<file path="config.mk">
export PLATFORM = sky130hd
export DESIGN_NAME = axi_lite_master
export DESIGN_NICKNAME = d
export VERILOG_FILES = /design/src/rtl/axi_lite_pkg.sv /design/src/rtl/axi_lite_master.sv
export SDC_FILE = /design/constraint.sdc
export NUM_CORES = 1
export LEC_CHECK = 0
export CORE_ASPECT_RATIO = 0.9
export CORE_MARGIN = 4
export CORE_UTILIZATION = 29
export DETAILED_ROUTE_END_ITERATION = 7
export SLEW_MARGIN = 5
export SYNTH_ARGS = -nofsm -noshare
export SYNTH_HDL_FRONTEND = slang
export SYNTH_SLANG_ARGS = --single-unit
export TNS_END_PERCENT = 50
</file>
<file path="constraint.sdc">
create_clock -name clk -period 2.55 [get_ports clk]
set_clock_uncertainty 0.15 [all_clocks]
set_input_delay 0.255 -clock clk [delete_from_list [all_inputs] [get_ports clk]]
set_output_delay 0.255 -clock clk [all_outputs]
set_load 0.03 [all_outputs]
</file>
<file path="src/rtl/axi_lite_pkg.sv">
// Shared AXI4-Lite definitions: response codes and the master state encoding.
package axi_lite_pkg;

  localparam logic [1:0] OKAY   = 2'b00;
  localparam logic [1:0] EXOKAY = 2'b01;
  localparam logic [1:0] SLVERR = 2'b10;
  localparam logic [1:0] DECERR = 2'b11;

  typedef enum logic [2:0] {
    IDLE,
    WRITE,
    WRESP,
    READ,
    RDATA,
    RESP
  } master_state_e;

endpackage

</file>
<file path="src/rtl/axi_lite_master.sv">
// AXI4-Lite master: turns one user command at a time into a single AXI-Lite
// read or write and reports the slave's response with a one-cycle pulse.
// Every output is a flop; the next-state process computes their next values.
module axi_lite_master
  import axi_lite_pkg::*;
#(
  parameter int ADDR_W = 4,
  parameter int DATA_W = 32
) (
  input  logic                clk,
  input  logic                rst,
  // user command / response
  input  logic                cmd_valid,
  output logic                cmd_ready,
  input  logic                cmd_write,
  input  logic [ADDR_W-1:0]   cmd_addr,
  input  logic [DATA_W-1:0]   cmd_wdata,
  input  logic [DATA_W/8-1:0] cmd_wstrb,
  output logic                rsp_valid,
  output logic [DATA_W-1:0]   rsp_rdata,
  output logic [1:0]          rsp_resp,
  // write address channel
  output logic [ADDR_W-1:0]   awaddr,
  output logic                awvalid,
  input  logic                awready,
  // write data channel
  output logic [DATA_W-1:0]   wdata,
  output logic [DATA_W/8-1:0] wstrb,
  output logic                wvalid,
  input  logic                wready,
  // write response channel
  input  logic                bvalid,
  output logic                bready,
  input  logic [1:0]          bresp,
  // read address channel
  output logic [ADDR_W-1:0]   araddr,
  output logic                arvalid,
  input  logic                arready,
  // read data channel
  input  logic [DATA_W-1:0]   rdata,
  input  logic                rvalid,
  output logic                rready,
  input  logic [1:0]          rresp
);

  localparam int STRB_W = DATA_W / 8;

  master_state_e state, state_nxt;

  logic              cmd_ready_nxt;
  logic              awvalid_nxt, wvalid_nxt, bready_nxt;
  logic              arvalid_nxt, rready_nxt, rsp_valid_nxt;
  logic [ADDR_W-1:0] awaddr_nxt, araddr_nxt;
  logic [DATA_W-1:0] wdata_nxt, rsp_rdata_nxt;
  logic [STRB_W-1:0] wstrb_nxt;
  logic [1:0]        rsp_resp_nxt;

  // State register; reset drops any in-flight transaction.
  always_ff @(posedge clk or posedge rst) begin
    if (rst) begin
      state <= IDLE;
    end else begin
      state <= state_nxt;
    end
  end

  // Next state and next values of every registered output.
  always_comb begin
    state_nxt     = state;
    awvalid_nxt   = awvalid;
    wvalid_nxt    = wvalid;
    bready_nxt    = bready;
    arvalid_nxt   = arvalid;
    rready_nxt    = rready;
    rsp_valid_nxt = 1'b0;
    awaddr_nxt    = awaddr;
    araddr_nxt    = araddr;
    wdata_nxt     = wdata;
    wstrb_nxt     = wstrb;
    rsp_rdata_nxt = rsp_rdata;
    rsp_resp_nxt  = rsp_resp;

    case (state)
      IDLE: begin
        if (cmd_valid) begin
          if (cmd_write) begin
            awaddr_nxt  = cmd_addr;
            wdata_nxt   = cmd_wdata;
            wstrb_nxt   = cmd_wstrb;
            awvalid_nxt = 1'b1;
            wvalid_nxt  = 1'b1;
            state_nxt   = WRITE;
          end else begin
            araddr_nxt  = cmd_addr;
            arvalid_nxt = 1'b1;
            state_nxt   = READ;
          end
        end
      end
      WRITE: begin
        // A dropped valid means its handshake already happened; each channel
        // retires on its own and the two may finish in any order.
        if (awvalid && awready) awvalid_nxt = 1'b0;
        if (wvalid && wready)   wvalid_nxt  = 1'b0;
        if ((!awvalid || awready) && (!wvalid || wready)) begin
          bready_nxt = 1'b1;
          state_nxt  = WRESP;
        end
      end
      WRESP: begin
        if (bvalid) begin
          bready_nxt    = 1'b0;
          rsp_rdata_nxt = '0;
          rsp_resp_nxt  = bresp;
          rsp_valid_nxt = 1'b1;
          state_nxt     = RESP;
        end
      end
      READ: begin
        if (arready) begin
          arvalid_nxt = 1'b0;
          rready_nxt  = 1'b1;
          state_nxt   = RDATA;
        end
      end
      RDATA: begin
        if (rvalid) begin
          rready_nxt    = 1'b0;
          rsp_rdata_nxt = rdata;
          rsp_resp_nxt  = rresp;
          rsp_valid_nxt = 1'b1;
          state_nxt     = RESP;
        end
      end
      RESP: begin
        state_nxt = IDLE;
      end
      default: begin
        state_nxt = IDLE;
      end
    endcase

    cmd_ready_nxt = (state_nxt == IDLE);
  end

  // Output registers; all clear to the idle bus on reset.
  always_ff @(posedge clk or posedge rst) begin
    if (rst) begin
      cmd_ready <= 1'b1;
      awvalid   <= 1'b0;
      wvalid    <= 1'b0;
      bready    <= 1'b0;
      arvalid   <= 1'b0;
      rready    <= 1'b0;
      rsp_valid <= 1'b0;
      awaddr    <= '0;
      araddr    <= '0;
      wdata     <= '0;
      wstrb     <= '0;
      rsp_rdata <= '0;
      rsp_resp  <= OKAY;
    end else begin
      cmd_ready <= cmd_ready_nxt;
      awvalid   <= awvalid_nxt;
      wvalid    <= wvalid_nxt;
      bready    <= bready_nxt;
      arvalid   <= arvalid_nxt;
      rready    <= rready_nxt;
      rsp_valid <= rsp_valid_nxt;
      awaddr    <= awaddr_nxt;
      araddr    <= araddr_nxt;
      wdata     <= wdata_nxt;
      wstrb     <= wstrb_nxt;
      rsp_rdata <= rsp_rdata_nxt;
      rsp_resp  <= rsp_resp_nxt;
    end
  end

endmodule

</file>
==> results of run 1 <==
-- sequential cells by signal, summed over array words and instances (netlist names) --
register   count
arvalid        1
araddr         4
awaddr         4
awvalid        1
rsp_resp       2
bready         1
cmd_ready      1
rready         1
wstrb          4
wdata         32
state          3
rsp_rdata     32
wvalid         1
rsp_valid      1
-- metrics by stage --
step / total power, mW / instance area [sq um]
after global routing: 8.06 / 5800
final: 7.62 / 5800
after CTS: 7.74 / 5800
after global placement: 6.42 / 5520
after floorplan: 4.89 / 3720
after detailed placement: 6.47 / 5520
-- kinds of logic after synthesis --
group | Yosys count
AOI/OAI and AO/OA | 51
buffers and inverters | 23
DFF | 88
muxes | 46
and+or+nand+nor | 85
-- layout make-up --
class / instances / area (sq um) / share of cell area (%)
clock inverters: 4 / 20.0 / 0.345
repair buffers: 174 / 1750 / 30.3
multi-input cells: 182 / 1340 / 23.1
flip-flops and latches: 88 / 2200 / 38.0
well taps: 160 / 200 / 3.45
inverters: 6 / 26.3 / 0.453
clock buffers: 11 / 253 / 4.36
-- metal layers --
layer,track usage [%],vias to the layer above
li1,-,1315
met1,17.3,1315
met2,19.9,98
met3,5.21,14
met4,5.00,0
met5,0,-
-- cell usage in the layout (no fill, tap or decap) --
| master | instances |
|---|---|
| mux2_2 | 4 |
| mux2i_1 | 2 |
| o21ai_1 | 34 |
| a21o_1 | 1 |
| o221a_2 | 1 |
| a221o_1 | 1 |
| o21bai_1 | 1 |
| a21o_2 | 1 |
| a21boi_0 | 2 |
| o21ai_0 | 3 |
| buf_4 | 3 |
| nor2_8 | 1 |
| inv_1 | 3 |
| dfstp_2 | 1 |
| nand2_1 | 71 |
| nand3_2 | 1 |
| nand3b_1 | 2 |
| clkinvlp_4 | 1 |
| a21oi_1 | 4 |
| and2_1 | 1 |
| nor2_2 | 1 |
| mux2_4 | 40 |
| nand2b_1 | 3 |
| a31oi_1 | 1 |
| clkbuf_8 | 2 |
| clkinv_2 | 4 |
| clkbuf_16 | 9 |
| nor2_1 | 2 |
| o22a_2 | 1 |
| inv_2 | 2 |
| buf_12 | 2 |
| nor3_4 | 1 |
| nor3_2 | 1 |
| clkdlybuf4s50_1 | 169 |
| and3_1 | 1 |
| dfrtp_1 | 87 |
| o221ai_1 | 1 |
-- how the worst max path moves through the flow --
stage	slack [ps]	depth (start not counted)	endpoint
floorplan	830	6	awaddr[0]$_DFFE_PP0P_
global placement	540	5	wdata[0]$_DFFE_PP0P_
detailed placement	530	5	wstrb[3]$_DFFE_PP0P_
CTS	530	5	wstrb[2]$_DFFE_PP0P_
global route	410	5	wdata[28]$_DFFE_PP0P_
finish	540	5	wstrb[2]$_DFFE_PP0P_
-- power by group through the flow --
stage	sequential [mW]	combinational [mW]	clock [mW]
2_1_floorplan	3.54	1.35	0
3_3_place_gp	2.43	3.99	0
3_5_place_dp	2.44	4.03	0
4_1_cts	2.43	4.05	1.26
5_1_grt	2.51	4.23	1.32
6_report	2.42	3.99	1.21
-- worst max-delay path, cell delays in order (launching register included) --
cell and delay, ps:
dfrtp_1 480, nor2_2 250, nand3_2 190, nor2_8 120, buf_4 360, mux2_4 340
==> flow_metrics.env, run 1 <==
export IMPL_synth_compound_area_share_pct=7.77
export IMPL_postLayoutSetupSlackWorst_ps=545
export IMPL_critPathRequiredTime_ps=2620
export IMPL_fmaxAchievable_mhz=499
export IMPL_grt_max_degree=89
export IMPL_top_layer_used="met4"
export IMPL_vias_per_cell=4.39
export IMPL_fin_cells=625
export IMPL_p_sw_share_pct=39.8
export IMPL_synthArstFlopShare_pct=100
export IMPL_tns_ps=0
export IMPL_n_antenna_cell=0
export IMPL_layout_nets=546
export IMPL_synth_seq_cells=88
export IMPL_area_growth_pct=55.8
export IMPL_synth_top_family_by_area="multiplexers"
export IMPL_htreeDepth=3
export IMPL_postCtsSetupRepairBufs=0
export IMPL_finalCoreUtilization_pct=47.1
export IMPL_synth_xor_area_share_pct=0
export IMPL_drt_iter0_drc=128
export IMPL_cts_buffer_depth=2
export IMPL_powerDensity_mw_per_mm2=1320
export IMPL_max_vdd_ir_drop_mv=0.571
export IMPL_grt_pass1_vias=2849
export IMPL_crit_start="state[1]$_DFF_PP0_"
export IMPL_syn_area_sq_mm=0.00372
export IMPL_cts_tree="yes"
export IMPL_finalWirelength_um=9460
export IMPL_yosys_area_top_type="dfrtp_1"
export IMPL_rr_endpoint="wstrb[2]$_DFFE_PP0P_"
export IMPL_drv_slew=0
export IMPL_worst_hold_slack_ps=219
export IMPL_ys_seq_area_share_pct=59.2
export IMPL_ioPinCount=170
export IMPL_start_kind="flip-flop"
export IMPL_fin_crit_ps=2010
export IMPL_finalHoldViolCount=0
export IMPL_synth_ff_type="dfrtp_1"
export IMPL_status="complete, no violations"
export IMPL_ys_top_cells_by_area="dfrtp_1 59%, mux2_4 16%, nand2_1 7.2%"
export IMPL_ff2ff_setup_slack_ps=540
export IMPL_synth_cell_types=35
export IMPL_fill_cells=1106
export IMPL_synth_top_cell_area_share_pct=58.5
export IMPL_dr_pass1_iters=4
export IMPL_port_buffers=169
export IMPL_grt_usage_pct=13.2
export IMPL_synth_edf_count=0
export IMPL_cts_sinks=88
export IMPL_p_leak_nw=2.43
export IMPL_antenna_found_initial=0
export IMPL_synth_fp_nets=378
export IMPL_pre_cts_ws_ps=532
export IMPL_hpwl_um=6830
export IMPL_place_gp_congestion=0.761
export IMPL_overflow=0
export IMPL_maxCapViolCount=0
export IMPL_cts_resized=0
export IMPL_min_delay_path_class="primary input to asynchronous set/reset pin"
export IMPL_design_core_area_sq_mm=0.0123
export IMPL_fp_row_count=38
export IMPL_drc_errors=0
export IMPL_vias=2742
export IMPL_rsz0062_at_grt="no"
export IMPL_synth_fa_ha_area_share_pct=0
export IMPL_dp_cells=610
export IMPL_syn_avg_cell_area_sq_um=12.7
export IMPL_arrival_ps=2080
export IMPL_muxShareOfSynthArea_pct=17.9
export IMPL_dieArea_sq_mm=0.0147
export IMPL_synth_common_cells="87 x dfrtp_1, 71 x nand2_1, 40 x mux2_4"
export IMPL_ant_nets=0
export IMPL_cts_root_buf="clkbuf_16"
export IMPL_p_seq_share_pct=31.8
export IMPL_path_class="flip-flop to flip-flop"
export IMPL_max_slew_margin_pct=63.6
export IMPL_synth_most_common_cell="dfrtp_1"
export IMPL_synthSimpleGateAreaFrac_pct=10.3
export IMPL_start_util_pct=30.2
export IMPL_netlist_instances=293
export IMPL_p_int_mw=4.59
export IMPL_yosysWarnings=0
export IMPL_routed_wl_met3_um=742
export IMPL_die_w_um=127
export IMPL_cts_hold_buf=0
export IMPL_regToRegStartpoint="state[1]$_DFF_PP0_"
export IMPL_path_max_fanout=21
export IMPL_switchingPower_mw=3.04
export IMPL_combPwrFrac_pct=52.4
export IMPL_cts_buffers=9
export IMPL_r2r_cells=5
export IMPL_worstSkewPairLatency_ps=340
export IMPL_cp_end_kind="flip-flop"
export IMPL_wl_met2_um=4420
export IMPL_pwr_share_clk_pct=15.8
export IMPL_drive_above_1_share_pct=16.3
export IMPL_avgRoutedWirePerCell_um=15.1
export IMPL_met1_length_um=4130
export IMPL_die_height_um=115
export IMPL_setup_viol=0
export IMPL_min_period_over_period_pct=78.6
export IMPL_tightest_slew_ps=546
export IMPL_clk_pin_slew_ps=60
export IMPL_grt_first_pass_wirelength_um=15100
No activity file was read; power rests on OpenSTA's default activity.
==> run 2, diff against run 1 <==
==> constraint.sdc (replaced) <==
create_clock -name clk -period 1.83 [get_ports clk]
set_clock_uncertainty 0.15 [all_clocks]
set_input_delay 0.183 -clock clk [delete_from_list [all_inputs] [get_ports clk]]
set_output_delay 0.183 -clock clk [all_outputs]
set_load 0.03 [all_outputs]
==> flow_metrics.env, run 2 (same netlist as run 1, synthesis figures left out) <==
export IMPL_die_w_um=127
export IMPL_powerDensity_mw_per_mm2=1880
export IMPL_max_slew_margin_pct=67.7
export IMPL_dp_cells=618
export IMPL_fin_crit_ps=1790
export IMPL_cpPeakStageDelay_ps=730
export IMPL_n_antenna_cell=0
export IMPL_maxCapViolCount=0
export IMPL_tightest_slew_ps=483
export IMPL_cts_root_buf="clkbuf_16"
export IMPL_p_leak_nw=2.53
export IMPL_design_core_area_sq_mm=0.0123
export IMPL_arrival_ps=1450
export IMPL_critPathBufInv=1
export IMPL_cts_buffer_depth=2
export IMPL_htreeDepth=3
export IMPL_vias=2739
export IMPL_drt_iter0_drc=98
export IMPL_cts_sinks=88
export IMPL_worst_path_max_delay_cell="clkdlybuf4s50_1"
export IMPL_critPathRequiredTime_ps=1500
export IMPL_start_kind="flip-flop"
export IMPL_avgRoutedWirePerCell_um=15.1
export IMPL_path_class="flip-flop to output port"
export IMPL_max_vdd_ir_drop_mv=1.20
export IMPL_path_max_fanout=3
export IMPL_tns_ps=0
export IMPL_p_total_mw=11.3
export IMPL_postLayoutSetupSlackWorst_ps=42.6
export IMPL_crit_family="buffers and inverters"
export IMPL_min_period_over_period_pct=97.7
export IMPL_drc_errors=0
export IMPL_cts_tree="yes"
export IMPL_dieArea_sq_mm=0.0147
export IMPL_die_height_um=115
export IMPL_place_gp_congestion=0.748
export IMPL_cts_buffers=9
export IMPL_dr_pass1_iters=4
export IMPL_area_growth_pct=61.8
export IMPL_drive_above_1_share_pct=17.9
export IMPL_start_util_pct=30.2
export IMPL_final_common_cell="clkdlybuf4s50_1"
export IMPL_reg_top3="rsp_rdata: 32 flops, wdata: 32 flops"
export IMPL_layout_common_cells="168 x clkdlybuf4s50_1, 87 x dfrtp_1, 71 x nand2_1, 40 x mux2_4, 34 x o21ai_1"
export IMPL_ant_nets=0
export IMPL_finalHoldViolCount=0
export IMPL_port_buffers=169
export IMPL_fin_cells=634
export IMPL_finalWirelength_um=9600
export IMPL_cp_end_kind="output port"
export IMPL_worstSkewPairLatency_ps=340
export IMPL_ff2ff_setup_slack_ps=130
export IMPL_overflow=0
export IMPL_fill_cells=1110
export IMPL_grt_pass1_vias=2892
export IMPL_grt_first_pass_wirelength_um=15400
export IMPL_status="complete, no violations"
export IMPL_fmaxAchievable_mhz=559
export IMPL_grt_usage_pct=13.4
export IMPL_drv_slew=0
export IMPL_setup_viol=0
export IMPL_rsz0062_at_grt="no"
export IMPL_layout_nets=554
export IMPL_antenna_found_initial=0
export IMPL_clk_pin_slew_ps=60
export IMPL_ioPinCount=170
export IMPL_vias_per_cell=4.32
export IMPL_crit_path_cell_trace="clkdlybuf4s50_1"
export IMPL_pre_cts_ws_ps=17.2
export IMPL_grt_max_degree=70
export IMPL_hpwl_um=7270
export IMPL_min_delay_path_class="primary input to asynchronous set/reset pin"
export IMPL_fp_row_count=38
[run 2: cell count changes in the layout (fill, tap and decap cells not counted), sizes merged]
cell / previous run / this run
buf: 5 / 13
clkinv: 4 / 2
inv: 5 / 6
clkbuf: 11 / 9
bufinv: 0 / 4
clkdlybuf4s50: 169 / 168
dlygate4sd2: 0 / 1
[run 2: path summary, 6_finish.rpt]
check                                         startpoint  cells after the start                         to
worst max-delay path                 awvalid$_DFFE_PP0P_                      1                    awvalid
worst min-delay path                                 rst                      2        awvalid$_DFFE_PP0P_
worst max register to register        state[2]$_DFF_PP0_                      5      wdata[24]$_DFFE_PP0P_
worst min register to register  rsp_rdata[4]$_DFFE_PP0P_                      2   rsp_rdata[4]$_DFFE_PP0P_
max in group asynchronous                            rst                      3  rsp_rdata[26]$_DFFE_PP0P_
min in group clk                               rdata[18]                      3  rsp_rdata[18]$_DFFE_PP0P_
[run 2: per-stage QoR]
stage                     area (sq um)  utilization [%]  hold WS, ps
after floorplan                   3720                -          160
after global placement            5650             45.8          318
after detailed placement          5650             45.8          325
after CTS                         6010             48.8         80.9
after global routing              6020             48.9          117
final                             6020             48.9         84.9
[run 2: routing by layer]
metal  GRT usage [%]  share of wire (%)
met1            17.9                 46
met2            20.2                 45
met3            5.44                6.9
met4            3.79                1.7
met5               0                  0
[run 2: report_power, final]
part	internal [mW]	leakage, nW	switching, mW
sequential	2.82	1.11	0.517
clock	1.48	0.180	0.758
combinational	2.72	1.23	3.04
[run 2: cell type report]
| cell class | count | area [sq um] | area share, % |
|---|---|---|---|
| Clock inverter | 7 | 143 | 2.37 |
| Inverter | 6 | 26.3 | 0.437 |
| Clock buffer | 9 | 225 | 3.74 |
| Timing Repair Buffer | 182 | 1880 | 31.2 |
| Tap cell | 160 | 200 | 3.33 |
| Sequential cell | 88 | 2200 | 36.6 |
| Multi-Input combinational cell | 182 | 1340 | 22.3 |
[run 2: timing repair]
| action | in CTS | in global routing |
|---|---|---|
| resized for setup | 1 | 1 |
| buffers inserted | 0 | 0 |
| endpoints found under the setup margin | 1 | 8 |
| hold buffers | 0 | 0 |
